File: src/rtl/crc_engine.sv
// Bit-serial CRC engine. Each accepted word is shifted MSB first, one bit per clock.
// A frame produces a held result (CRC, check error, truncation flag, word count).
module crc_engine #(
    parameter int               DATA_W    = 8,
    parameter int               CRC_W     = 14,
    parameter logic [CRC_W-1:0] POLY      = CRC_W'(14'h0599),
    parameter logic [CRC_W-1:0] INIT      = '0,
    parameter int               MAX_WORDS = 16
) (
    input  logic                               clk,
    input  logic                               rst_n,
    input  logic                               mode,
    input  logic                               in_valid,
    output logic                               in_ready,
    input  logic [DATA_W-1:0]                  in_data,
    input  logic                               in_last,
    input  logic [CRC_W-1:0]                   crc_in,
    output logic                               out_valid,
    input  logic                               out_ready,
    output logic [CRC_W-1:0]                   out_crc,
    output logic                               out_err,
    output logic                               out_len_err,
    output logic [$clog2(MAX_WORDS+1)-1:0]     out_words,
    output logic                               busy
);

    localparam int CNT_W = $clog2(MAX_WORDS + 1);
    localparam int BIT_W = (DATA_W > 1) ? $clog2(DATA_W) : 1;

    typedef enum logic [1:0] {
        IDLE  = 2'd0,
        SHIFT = 2'd1,
        WAIT  = 2'd2,
        DONE  = 2'd3
    } state_t;

    state_t             state_q;
    logic [CRC_W-1:0]   crc_q;
    logic [DATA_W-1:0]  shreg_q;
    logic [BIT_W-1:0]   bit_cnt_q;
    logic [CNT_W-1:0]   word_cnt_q;
    logic               mode_q;
    logic               last_q;
    logic               trunc_q;
    logic [CRC_W-1:0]   crc_in_q;

    logic               in_ready_q;
    logic               out_valid_q;
    logic               busy_q;
    logic [CRC_W-1:0]   out_crc_q;
    logic               out_err_q;
    logic               out_len_err_q;
    logic [CNT_W-1:0]   out_words_q;

    logic               accept;
    logic               fb;
    logic [CRC_W-1:0]   crc_d;
    logic [CNT_W-1:0]   word_cnt_d;
    logic               hit_max;
    logic               shift_done;

    always_comb begin
        accept     = in_valid && in_ready_q;
        fb         = shreg_q[DATA_W-1] ^ crc_q[CRC_W-1];
        crc_d      = (crc_q << 1) ^ (fb ? POLY : '0);
        // The word count restarts at the first word of every frame.
        word_cnt_d = ((state_q == IDLE) ? '0 : word_cnt_q) + CNT_W'(1);
        hit_max    = (word_cnt_d == CNT_W'(MAX_WORDS));
        shift_done = (bit_cnt_q == BIT_W'(DATA_W - 1));
    end

    always_ff @(posedge clk) begin
        if (!rst_n) begin
            state_q       <= IDLE;
            crc_q         <= INIT;
            shreg_q       <= '0;
            bit_cnt_q     <= '0;
            word_cnt_q    <= '0;
            mode_q        <= 1'b0;
            last_q        <= 1'b0;
            trunc_q       <= 1'b0;
            crc_in_q      <= '0;
            in_ready_q    <= 1'b1;
            out_valid_q   <= 1'b0;
            busy_q        <= 1'b0;
            out_crc_q     <= '0;
            out_err_q     <= 1'b0;
            out_len_err_q <= 1'b0;
            out_words_q   <= '0;
        end else begin
            case (state_q)
                IDLE, WAIT: begin
                    if (accept) begin
                        if (state_q == IDLE) begin
                            crc_q  <= INIT;
                            mode_q <= mode;
                        end
                        shreg_q    <= in_data;
                        bit_cnt_q  <= '0;
                        word_cnt_q <= word_cnt_d;
                        last_q     <= in_last || hit_max;
                        trunc_q    <= !in_last && hit_max;
                        // Overwritten by every word, so only the last word's value survives.
                        crc_in_q   <= crc_in;
                        state_q    <= SHIFT;
                        in_ready_q <= 1'b0;
                        busy_q     <= 1'b1;
                    end
                end
                SHIFT: begin
                    crc_q     <= crc_d;
                    shreg_q   <= shreg_q << 1;
                    bit_cnt_q <= bit_cnt_q + BIT_W'(1);
                    if (shift_done) begin
                        if (last_q) begin
                            state_q       <= DONE;
                            out_valid_q   <= 1'b1;
                            out_crc_q     <= crc_d;
                            out_err_q     <= mode_q && (crc_d != crc_in_q);
                            out_len_err_q <= trunc_q;
                            out_words_q   <= word_cnt_q;
                        end else begin
                            state_q    <= WAIT;
                            in_ready_q <= 1'b1;
                        end
                    end
                end
                DONE: begin
                    if (out_ready) begin
                        state_q     <= IDLE;
                        out_valid_q <= 1'b0;
                        in_ready_q  <= 1'b1;
                        busy_q      <= 1'b0;
                    end
                end
                default: begin
                    state_q     <= IDLE;
                    out_valid_q <= 1'b0;
                    in_ready_q  <= 1'b1;
                    busy_q      <= 1'b0;
                end
            endcase
        end
    end

    assign in_ready    = in_ready_q;
    assign out_valid   = out_valid_q;
    assign busy        = busy_q;
    assign out_crc     = out_crc_q;
    assign out_err     = out_err_q;
    assign out_len_err = out_len_err_q;
    assign out_words   = out_words_q;

endmodule

File: config.mk
export PLATFORM = sky130hd
export DESIGN_NAME = crc_engine
export DESIGN_NICKNAME = d
export VERILOG_FILES = /design/src/rtl/crc_engine.sv
export SDC_FILE = /design/constraint.sdc
export NUM_CORES = 1
export LEC_CHECK = 0
export ABC_AREA = 0
export CAP_MARGIN = 40
export CELL_PAD_IN_SITES_DETAIL_PLACEMENT = 0
export CELL_PAD_IN_SITES_GLOBAL_PLACEMENT = 1
export CORE_ASPECT_RATIO = 0.8
export CORE_UTILIZATION = 39
export CTS_CLUSTER_SIZE = 20
export DETAILED_ROUTE_END_ITERATION = 8
export PLACE_DENSITY_LB_ADDON = 0.25
export SYNTH_ARGS = -nofsm -noshare
export SYNTH_HDL_FRONTEND = slang
export SYNTH_SLANG_ARGS = --single-unit
File: constraint.sdc
create_clock -name clk -period 2.41 [get_ports clk]
set_clock_uncertainty 0.05 [all_clocks]
set_input_delay 0.241 -clock clk [delete_from_list [all_inputs] [get_ports clk]]
set_output_delay 0.241 -clock clk [all_outputs]
set_load 0.005 [all_outputs]
==> impl_metrics.env, run 1 <==
export IMPL_outcome="finished, final reports clean"
export IMPL_synth_most_common_cell="nand2_1"
export IMPL_worst_slew_pin_slew_ns=0.736
export IMPL_power_density_nw_per_um2=640
export IMPL_cp_arrival_ns=2.08
export IMPL_synth_edf_count=0
export IMPL_cp_end_kind="register"
export IMPL_hpwl_um=4470
export IMPL_path_clk_slew_ns=0.07
export IMPL_top_layer="met4"
export IMPL_synthCells=370
export IMPL_ys_types=34
export IMPL_holdPathEnd="crc_in_q[2]$_SDFFE_PN0P_"
export IMPL_cts_buffer_depth=2
export IMPL_synth_main_ff_cell="dfxtp_1"
export IMPL_initial_core_util=0.405
export IMPL_core_area_um2=7460
export IMPL_syn2layout_area_growth_pct=25.5
export IMPL_dr_wl_met3_um=220
export IMPL_insertion_delay_ns=0.34
export IMPL_avgViaCountPerCell=4.90
export IMPL_finalCriticalPeriod_ns=1.85
export IMPL_wl_met1_um=3530
export IMPL_synth_seq_cells=73
export IMPL_fin_nets=446
export IMPL_cts_max_level=3
export IMPL_maxCapViolations=0
export IMPL_grt_pass1_vias=2396
export IMPL_ios=52
export IMPL_reg2reg_to="trunc_q$_SDFFE_PN0P_"
export IMPL_cts_root_buf="clkbuf_8"
export IMPL_final_hold_viol_count=0
export IMPL_routabilityCongestion=0.750
export IMPL_crit_fanout=5
export IMPL_avgSynthCellArea_um2=8.17
export IMPL_reg2reg_slack_ns=0.56
export IMPL_ys_seq_area_frac=0.483
export IMPL_criticalPathCategory="reg2reg"
export IMPL_route_vias_total=2569
export IMPL_fin_util=0.508
export IMPL_fp_dieW_um=100
export IMPL_fill_cells=768
export IMPL_first_iter_violations=137
export IMPL_drt_wirelength_per_cell_um=12.9
export IMPL_post_route_cells_drive_above_1_share=0.0573
export IMPL_hold_path_class="in2reg"
export IMPL_syn_area_um2=3020
export IMPL_post_cts_resized=0
export IMPL_hold_start="crc_in[2]"
export IMPL_grt_pass1_wl_um=11200
export IMPL_instances_no_fill=524
export IMPL_min_period_over_period=0.769
export IMPL_netlist_area_leader_share=0.483
export IMPL_reg2regPathDepth=7
export IMPL_rsz0062_at_grt="false"
export IMPL_whs_ns=0.400
export IMPL_overflow=0
export IMPL_wl_met2_um=2930
export IMPL_crit_required_ns=2.63
export IMPL_antenna_found_initial=0
export IMPL_syn_nets=402
export IMPL_grt_max_degree=54
export IMPL_drtPass1Iterations=4
export IMPL_fp_dieArea_um2=8110
export IMPL_io_buffers=51
export IMPL_numCtsBuffers=9
export IMPL_cts_tree="built"
export IMPL_cts_sinks=73
export IMPL_final_setup_viol_count=0
export IMPL_drc=0
export IMPL_yosys_top_cells_count="95 x nand2_1, 73 x dfxtp_1, 51 x a21oi_1"
export IMPL_track_usage=0.179
export IMPL_finalSetupTns_ns=0
export IMPL_post_cts_setup_buffers=0
export IMPL_ys_async_sr_fraction=0
export IMPL_ctsHoldBuffers=0
export IMPL_n_antenna_cell=0
export IMPL_r2r_start="state_q[1]$_SDFFE_PN0P_"
export IMPL_dp_cells=508
export IMPL_synth_area_leaders="dfxtp_1 48%, nand2_1 12%, a21oi_1 8.4%"
export IMPL_clock_fmax_mhz=539
export IMPL_rows=28
export IMPL_die_y_um=80.7
export IMPL_antenna_left=0
export IMPL_totalWireLength_um=6750
export IMPL_yosys_warnings=0
export IMPL_hold_path_depth=3
export IMPL_slew_viol_final=0
export IMPL_p_leak_nw=1.30
export IMPL_yosys_area_top_type="dfxtp_1"
export IMPL_ir_worst_vdd_v=0.000330
export IMPL_relSlewSlack=0.507
export IMPL_cp_start_kind="register"
## kinds of logic (layout without fill, tap and decap cells)
kind of cell / after synthesis / count (layout) / share of synthesized area
AOI/OAI and AO/OA: 84 / 84 / 0.166
xor gates and xnor gates: 23 / 23 / 0.0691
muxes: 2 / 2 / 0.00662
DFF: 73 / 73 / 0.483
buffers and inverters: 30 / 79 / 0.0447
and+or+nand+nor: 154 / 154 / 0.214
adders and majority gates: 4 / 4 / 0.0166
## layer usage
layer	up-vias	global-route usage
li1	1334	-
met2	52	0.278
met1	1173	0.243
met3	10	0.0422
met5	-	0
met4	0	0.0623
## worst max-delay path, cell delays in order (launching register included)
cell	delay (ns)
dfxtp_1	0.31
nor2_1	0.22
nor2b_1	0.10
ha_1	0.25
xnor2_1	0.20
nand4b_1	0.11
or4_1	0.40
a21oi_1	0.14
## per-stage QoR
step / total power [mW] / setup WS [ns] / area, um2
3_5_place_dp: 1.61 / 0.546 / 3620
3_3_place_gp: 1.61 / 0.594 / 3620
2_1_floorplan: 1.50 / 0.503 / 3020
5_1_grt: 2.55 / 0.408 / 3790
6_report: 2.43 / 0.556 / 3790
4_1_cts: 2.46 / 0.558 / 3790
## sequential cells by signal (all words and copies together), names as in the netlist
register	cells
bit_cnt_q	3
busy	1
crc_in_q	14
crc_q	14
in_ready	1
last_q	1
mode_q	1
out_crc	14
out_err	1
out_len_err	1
out_valid	1
out_words	5
shreg_q	8
state_q	2
trunc_q	1
word_cnt_q	5
## power by group
group | switching (mW) | internal (mW)
sequential | 0.0368 | 1.25
clock | 0.419 | 0.430
combinational | 0.159 | 0.131
## placed cells by master (no fill, tap or decap), types with 2 or more instances in the layout
master | Yosys | routed
and3_1 | 2 | 2
ha_1 | 4 | 4
clkdlybuf4s50_1 | 0 | 51
o21ai_0 | 4 | 4
clkbuf_1 | 15 | 3
clkbuf_8 | 1 | 11
a211oi_1 | 3 | 3
a22oi_1 | 14 | 14
or4_1 | 3 | 3
dfxtp_1 | 73 | 73
inv_1 | 3 | 3
a21oi_1 | 51 | 51
xnor2_1 | 21 | 21
a311oi_1 | 8 | 8
nor2_1 | 31 | 31
nand2b_1 | 2 | 2
mux2i_1 | 2 | 2
nor2b_1 | 4 | 4
buf_4 | 0 | 7
nand3_1 | 9 | 9
nand2_1 | 95 | 95
nand4_1 | 2 | 2
## layout make-up
cell class                 count  area, um2  share of cell area
tap                          105        131              0.0346
multi-input combinational    267       1430               0.376
clock buffer                  14        163              0.0429
timing repair buffer          59        583               0.154
sequential                    73       1460               0.385
inverter                       4       15.0             0.00396
clock inverter                 2       12.5             0.00330
## worst max path at each step
stage               slack, ns  depth (start not counted)               startpoint                      end
detailed placement       0.55                          5                 in_valid  shreg_q[6]$_SDFFE_PN0P_
finish                   0.56                          7  state_q[1]$_SDFFE_PN0P_     trunc_q$_SDFFE_PN0P_
floorplan                0.50                          8  state_q[0]$_SDFFE_PN0P_     trunc_q$_SDFFE_PN0P_
CTS                      0.56                          7  state_q[1]$_SDFFE_PN0P_     trunc_q$_SDFFE_PN0P_
global placement         0.59                          7  state_q[1]$_SDFFE_PN0P_     trunc_q$_SDFFE_PN0P_
global route             0.41                          7  state_q[1]$_SDFFE_PN0P_     trunc_q$_SDFFE_PN0P_
No activity file was read; power rests on OpenSTA's default activity.
==> inputs of run 2 (changes only) <==
--- a/config.mk
+++ b/config.mk
@@ -10,7 +10,7 @@
 export CELL_PAD_IN_SITES_DETAIL_PLACEMENT = 0
 export CELL_PAD_IN_SITES_GLOBAL_PLACEMENT = 1
 export CORE_ASPECT_RATIO = 0.8
-export CORE_UTILIZATION = 39
+export CORE_UTILIZATION = 35
 export CTS_CLUSTER_SIZE = 20
 export DETAILED_ROUTE_END_ITERATION = 8
 export PLACE_DENSITY_LB_ADDON = 0.25
==> constraint.sdc (replaced) <==
create_clock -name clk -period 1.6 [get_ports clk]
set_clock_uncertainty 0.05 [all_clocks]
set_input_delay 0.16 -clock clk [delete_from_list [all_inputs] [get_ports clk]]
set_output_delay 0.16 -clock clk [all_outputs]
set_load 0.005 [all_outputs]
==> run 2 against run 1 <==
Effect of this change:
- the run now ends with setup timing left
- clock power increased by 71%
- die area increased by 11%
- combinational power increased by 90%
- sequential power increased by 51%
- critical path type unchanged
- largest cell class is now multi-input combinational cells
==> impl_metrics.env, run 2 (synthesis results as in run 1) <==
export IMPL_outcome="finished with violations"
export IMPL_failed_checks="setup timing"
export IMPL_grt_max_degree=41
export IMPL_worst_slew_pin_slew_ns=0.384
export IMPL_antenna_found_initial=0
export IMPL_power_total_mw=3.94
export IMPL_crit_required_ns=1.84
export IMPL_fin_nets=468
export IMPL_overflow=0
export IMPL_antenna_left=0
export IMPL_fill_cells=816
export IMPL_drtPass1Iterations=4
export IMPL_setup_ws_ns=-0.0867
export IMPL_ir_worst_vdd_v=0.000449
export IMPL_slew_viol_final=0
export IMPL_min_period_over_period=1.05
export IMPL_dp_cells=530
export IMPL_p_leak_nw=1.45
export IMPL_drc=0
export IMPL_grt_pass1_wl_um=12200
export IMPL_final_cell_mix="95 x nand2_1, 67 x dfxtp_1, 51 x clkdlybuf4s50_1"
export IMPL_relSlewSlack=0.742
export IMPL_first_iter_violations=177
export IMPL_hold_path_class="in2reg"
export IMPL_whs_ns=0.306
export IMPL_totalWireLength_um=7300
export IMPL_instances_no_fill=549
export IMPL_rows=29
export IMPL_track_usage=0.173
export IMPL_ctsHoldBuffers=0
export IMPL_numCtsBuffers=9
export IMPL_route_vias_total=2646
export IMPL_wl_met2_um=3230
export IMPL_finalCriticalPeriod_ns=1.69
export IMPL_final_hold_viol_count=0
export IMPL_maxCapViolations=0
export IMPL_cts_buffer_depth=2
export IMPL_avgViaCountPerCell=4.82
export IMPL_post_route_cells_drive_above_1_share=0.154
export IMPL_initial_core_util=0.370
export IMPL_ios=52
export IMPL_hpwl_um=4860
export IMPL_top_layer="met4"
export IMPL_multi_input_area_um2=1550
export IMPL_fp_dieW_um=106
export IMPL_power_density_nw_per_um2=944
export IMPL_fin_util=0.511
export IMPL_grt_pass1_vias=2434
export IMPL_cp_start_kind="register"
export IMPL_cts_max_level=3
export IMPL_clock_fmax_mhz=593
export IMPL_die_y_um=85.1
export IMPL_cp_arrival_ns=1.93
export IMPL_layout_commonest_cell="nand2_1"
export IMPL_drt_wirelength_per_cell_um=13.3
export IMPL_n_antenna_cell=0
export IMPL_dr_wl_met3_um=346
export IMPL_cts_tree="built"
export IMPL_rsz0062_at_grt="true"
export IMPL_cts_root_buf="clkbuf_8"
export IMPL_criticalPathCategory="reg2reg"
export IMPL_cp_end_kind="register"
export IMPL_routabilityCongestion=0.751
export IMPL_core_area_um2=8160
export IMPL_insertion_delay_ns=0.35
export IMPL_fp_dieArea_um2=9020
export IMPL_seq_area_um2=1470
export IMPL_wl_met1_um=3670
export IMPL_crit_fanout=3
export IMPL_io_buffers=51
export IMPL_final_setup_viol_count=2
export IMPL_syn2layout_area_growth_pct=38.1
export IMPL_path_clk_slew_ns=0.08
export IMPL_cts_sinks=73
## run 2: routing by layer
metal,global-route usage,vias up
met5,0,-
met4,0.0455,0
met3,0.0561,9
met2,0.257,59
met1,0.242,1205
li1,-,1373
## run 2: worst paths after layout
| kind | start | end | slack, ns | depth (start not counted) |
|---|---|---|---|---|
| min | in_data[0] | shreg_q[0]$_SDFFE_PN0P_ | 0.31 | 3 |
| max reg2reg | state_q[1]$_SDFFE_PN0P_ | trunc_q$_SDFFE_PN0P_ | -0.09 | 7 |
| min reg2reg | out_crc[2]$_SDFFE_PN0P_ | out_crc[2]$_SDFFE_PN0P_ | 0.41 | 2 |
| max | state_q[1]$_SDFFE_PN0P_ | trunc_q$_SDFFE_PN0P_ | -0.09 | 7 |
## run 2: report_power, final
group / internal [mW] / switching, mW / leakage [nW]
sequential: 1.89 / 0.0574 / 0.595
clock: 0.758 / 0.689 / 0.0953
combinational: 0.277 / 0.272 / 0.762
total: 2.92 / 1.02 / 1.45
## run 2: area by class of cell
type | count | share of cell area
clock buffer | 11 | 0.0339
clock inverter | 5 | 0.0132
inverter | 4 | 0.00360
multi-input combinational | 267 | 0.371
sequential | 73 | 0.352
tap | 108 | 0.0324
timing repair buffer | 81 | 0.194
## run 2: what timing repair did
item	4_1_cts	5_1_grt
buffers inserted	0	1
endpoints found under the hold margin	0	0
gates cloned	1	1
pin swaps	3	1
gates resized for setup	9	22
endpoints found under the setup margin	3	33
## run 2: stage by stage
stage | cell area [um2] | setup slack, ns | TNS [ns]
floorplan | 3060 | -0.150 | -0.277
global placement | 3830 | -0.101 | -0.788
detailed placement | 3830 | -0.123 | -1.42
CTS | 4080 | -0.0714 | -0.117
global route | 4170 | -0.176 | -0.310
finish | 4170 | -0.0867 | -0.134
## run 2: critical path, stage by stage, from the launching register on
cell,delay (ns)
dfxtp_2,0.34
nor2_4,0.17
nor2b_4,0.07
ha_4,0.17
xnor2_2,0.14
nand4b_1,0.10
or4_1,0.48
a21oi_1,0.12
==> inputs of run 3 (changes only) <==
--- a/config.mk
+++ b/config.mk
@@ -14,6 +14,7 @@
 export CTS_CLUSTER_SIZE = 20
 export DETAILED_ROUTE_END_ITERATION = 8
 export PLACE_DENSITY_LB_ADDON = 0.25
+export REMOVE_ABC_BUFFERS = 1
 export SYNTH_ARGS = -nofsm -noshare
 export SYNTH_HDL_FRONTEND = slang
 export SYNTH_SLANG_ARGS = --single-unit
==> run 3 against run 2 <==
Effect of this change:
- the flow still finishes with violations (setup timing)
- non-clock buffer count up 1
- setup slack worse by 0.0048 ns
- critical path depth up 1
- routed wire length down 2.1%
- die area unchanged
- critical path type unchanged
- critical endpoint is now last_q$_SDFFE_PN0P_
- highest routed layer unchanged
==> impl_metrics.env, run 3 (synthesis results as in run 1) <==
export IMPL_outcome="finished with violations"
export IMPL_failed_checks="setup timing"
export IMPL_placed_cell_area_um2=3800
export IMPL_routabilityCongestion=0.733
export IMPL_cts_buffer_depth=2
export IMPL_fin_nets=469
export IMPL_multi_input_area_um2=1520
export IMPL_crit_required_ns=1.82
export IMPL_path_clk_slew_ns=0.08
export IMPL_fin_area_um2=4190
export IMPL_grt_pass1_wl_um=12100
export IMPL_first_iter_violations=99
export IMPL_overflow=0
export IMPL_p_int_mw=3.23
export IMPL_core_area_um2=8160
export IMPL_cp_start_kind="register"
export IMPL_n_antenna_cell=0
export IMPL_drtPass1Iterations=4
export IMPL_cts_max_level=3
export IMPL_instances_no_fill=550
export IMPL_min_period_over_period=1.06
export IMPL_p_sw_frac=0.237
export IMPL_sequentialPowerShare=0.459
export IMPL_seq_area_um2=1470
export IMPL_power_frac_comb=0.128
export IMPL_ctsHoldBuffers=0
export IMPL_fp_dieArea_um2=9020
export IMPL_cts_sinks=73
export IMPL_insertion_delay_ns=0.34
export IMPL_grt_max_degree=41
export IMPL_layout_commonest_cell="nand2_1"
export IMPL_fp_dieW_um=106
export IMPL_drt_wirelength_per_cell_um=13.0
export IMPL_dp_cells=530
export IMPL_io_buffers=51
export IMPL_setup_ws_ns=-0.0916
export IMPL_crit_fanout=3
export IMPL_antenna_found_initial=0
export IMPL_p_leak_nw=1.48
export IMPL_cp_end_kind="register"
export IMPL_clock_fmax_mhz=591
export IMPL_power_density_nw_per_um2=1010
export IMPL_criticalPathCategory="reg2reg"
export IMPL_syn2layout_area_growth_pct=38.7
export IMPL_slew_viol_final=0
export IMPL_drc=0
export IMPL_clkPwrFrac=0.413
export IMPL_avgViaCountPerCell=4.87
export IMPL_hpwl_um=4870
export IMPL_final_setup_viol_count=2
export IMPL_route_vias_total=2677
export IMPL_maxCapViolations=0
export IMPL_cts_tree="built"
export IMPL_relSlewSlack=0.730
export IMPL_totalWireLength_um=7150
export IMPL_cts_root_buf="clkbuf_8"
export IMPL_rows=29
export IMPL_finalCriticalPeriod_ns=1.69
export IMPL_die_y_um=85.1
export IMPL_initial_core_util=0.370
export IMPL_switchingPower_mw=1.00
export IMPL_antenna_left=0
export IMPL_track_usage=0.170
export IMPL_worst_slew_pin_slew_ns=0.404
export IMPL_post_route_cells_drive_above_1_share=0.154
export IMPL_grt_pass1_vias=2566
export IMPL_cp_arrival_ns=1.92
export IMPL_ios=52
export IMPL_rsz0062_at_grt="true"
export IMPL_final_cell_mix="95 x nand2_1, 70 x dfxtp_1, 51 x clkdlybuf4s50_1"
export IMPL_hold_path_class="in2reg"
export IMPL_power_total_mw=4.23
export IMPL_numCtsBuffers=9
export IMPL_fill_cells=813
export IMPL_ir_worst_vdd_v=0.000419
export IMPL_final_hold_viol_count=0
==> run 3: path summary, 6_finish.rpt <==
path,to,startpoint,slack (ns),cells past startpoint
max reg2reg,last_q$_SDFFE_PN0P_,state_q[0]$_SDFFE_PN0P_,-0.09,8
max,last_q$_SDFFE_PN0P_,state_q[0]$_SDFFE_PN0P_,-0.09,8
min,crc_in_q[11]$_SDFFE_PN0P_,crc_in[11],0.31,3
min reg2reg,out_crc[11]$_SDFFE_PN0P_,out_crc[11]$_SDFFE_PN0P_,0.40,2
==> run 3: routing by layer <==
| metal | up-vias | track usage | wire, um |
|---|---|---|---|
| met3 | 7 | 0.0415 | 334 |
| li1 | 1384 | - | - |
| met5 | - | 0 | 0 |
| met4 | 0 | 0.0467 | 71 |
| met2 | 61 | 0.279 | 3270 |
| met1 | 1225 | 0.223 | 3470 |
==> run 3: what timing repair did <==
item	in CTS	in global routing
endpoints found under the hold margin	0	0
pin swaps	4	2
gates resized for setup	14	15
setup buffers	2	2
setup endpoints to repair	4	29
==> run 3: through the flow <==
| step | util | hold WS (ns) | setup slack (ns) | TNS [ns] |
|---|---|---|---|---|
| 2_1_floorplan | - | 0.186 | -0.979 | -14.51 |
| 3_3_place_gp | 0.466 | 0.394 | -0.122 | -1.17 |
| 3_5_place_dp | 0.466 | 0.397 | -0.176 | -2.17 |
| 4_1_cts | 0.503 | 0.297 | -0.110 | -0.207 |
| 5_1_grt | 0.513 | 0.313 | -0.166 | -0.436 |
| 6_report | 0.513 | 0.309 | -0.0916 | -0.177 |
==> run 3: critical path: stages (launching register included) <==
cell and delay [ns]:
dfxtp_2 0.35, nor2_4 0.06, nor2b_4 0.15, buf_4 0.12, buf_4 0.09, ha_1 0.15
nand2_1 0.05, or4_4 0.48, a21oi_2 0.12
==> run 3: final cells by class <==
class | instances | area share
clock buffer | 11 | 0.0337
clock inverter | 5 | 0.0245
inverter | 4 | 0.00358
multi-input combinational | 267 | 0.364
sequential | 73 | 0.350
tap | 108 | 0.0322
timing repair buffer | 82 | 0.193
==> run 3: power by group through the flow <==
stage	combinational [mW]	sequential (mW)	clock (mW)
detailed placement	0.504	1.98	0
floorplan	0.259	1.97	0
finish	0.542	1.94	1.75
global route	0.604	1.95	1.87
global placement	0.498	1.98	0
CTS	0.526	1.94	1.79
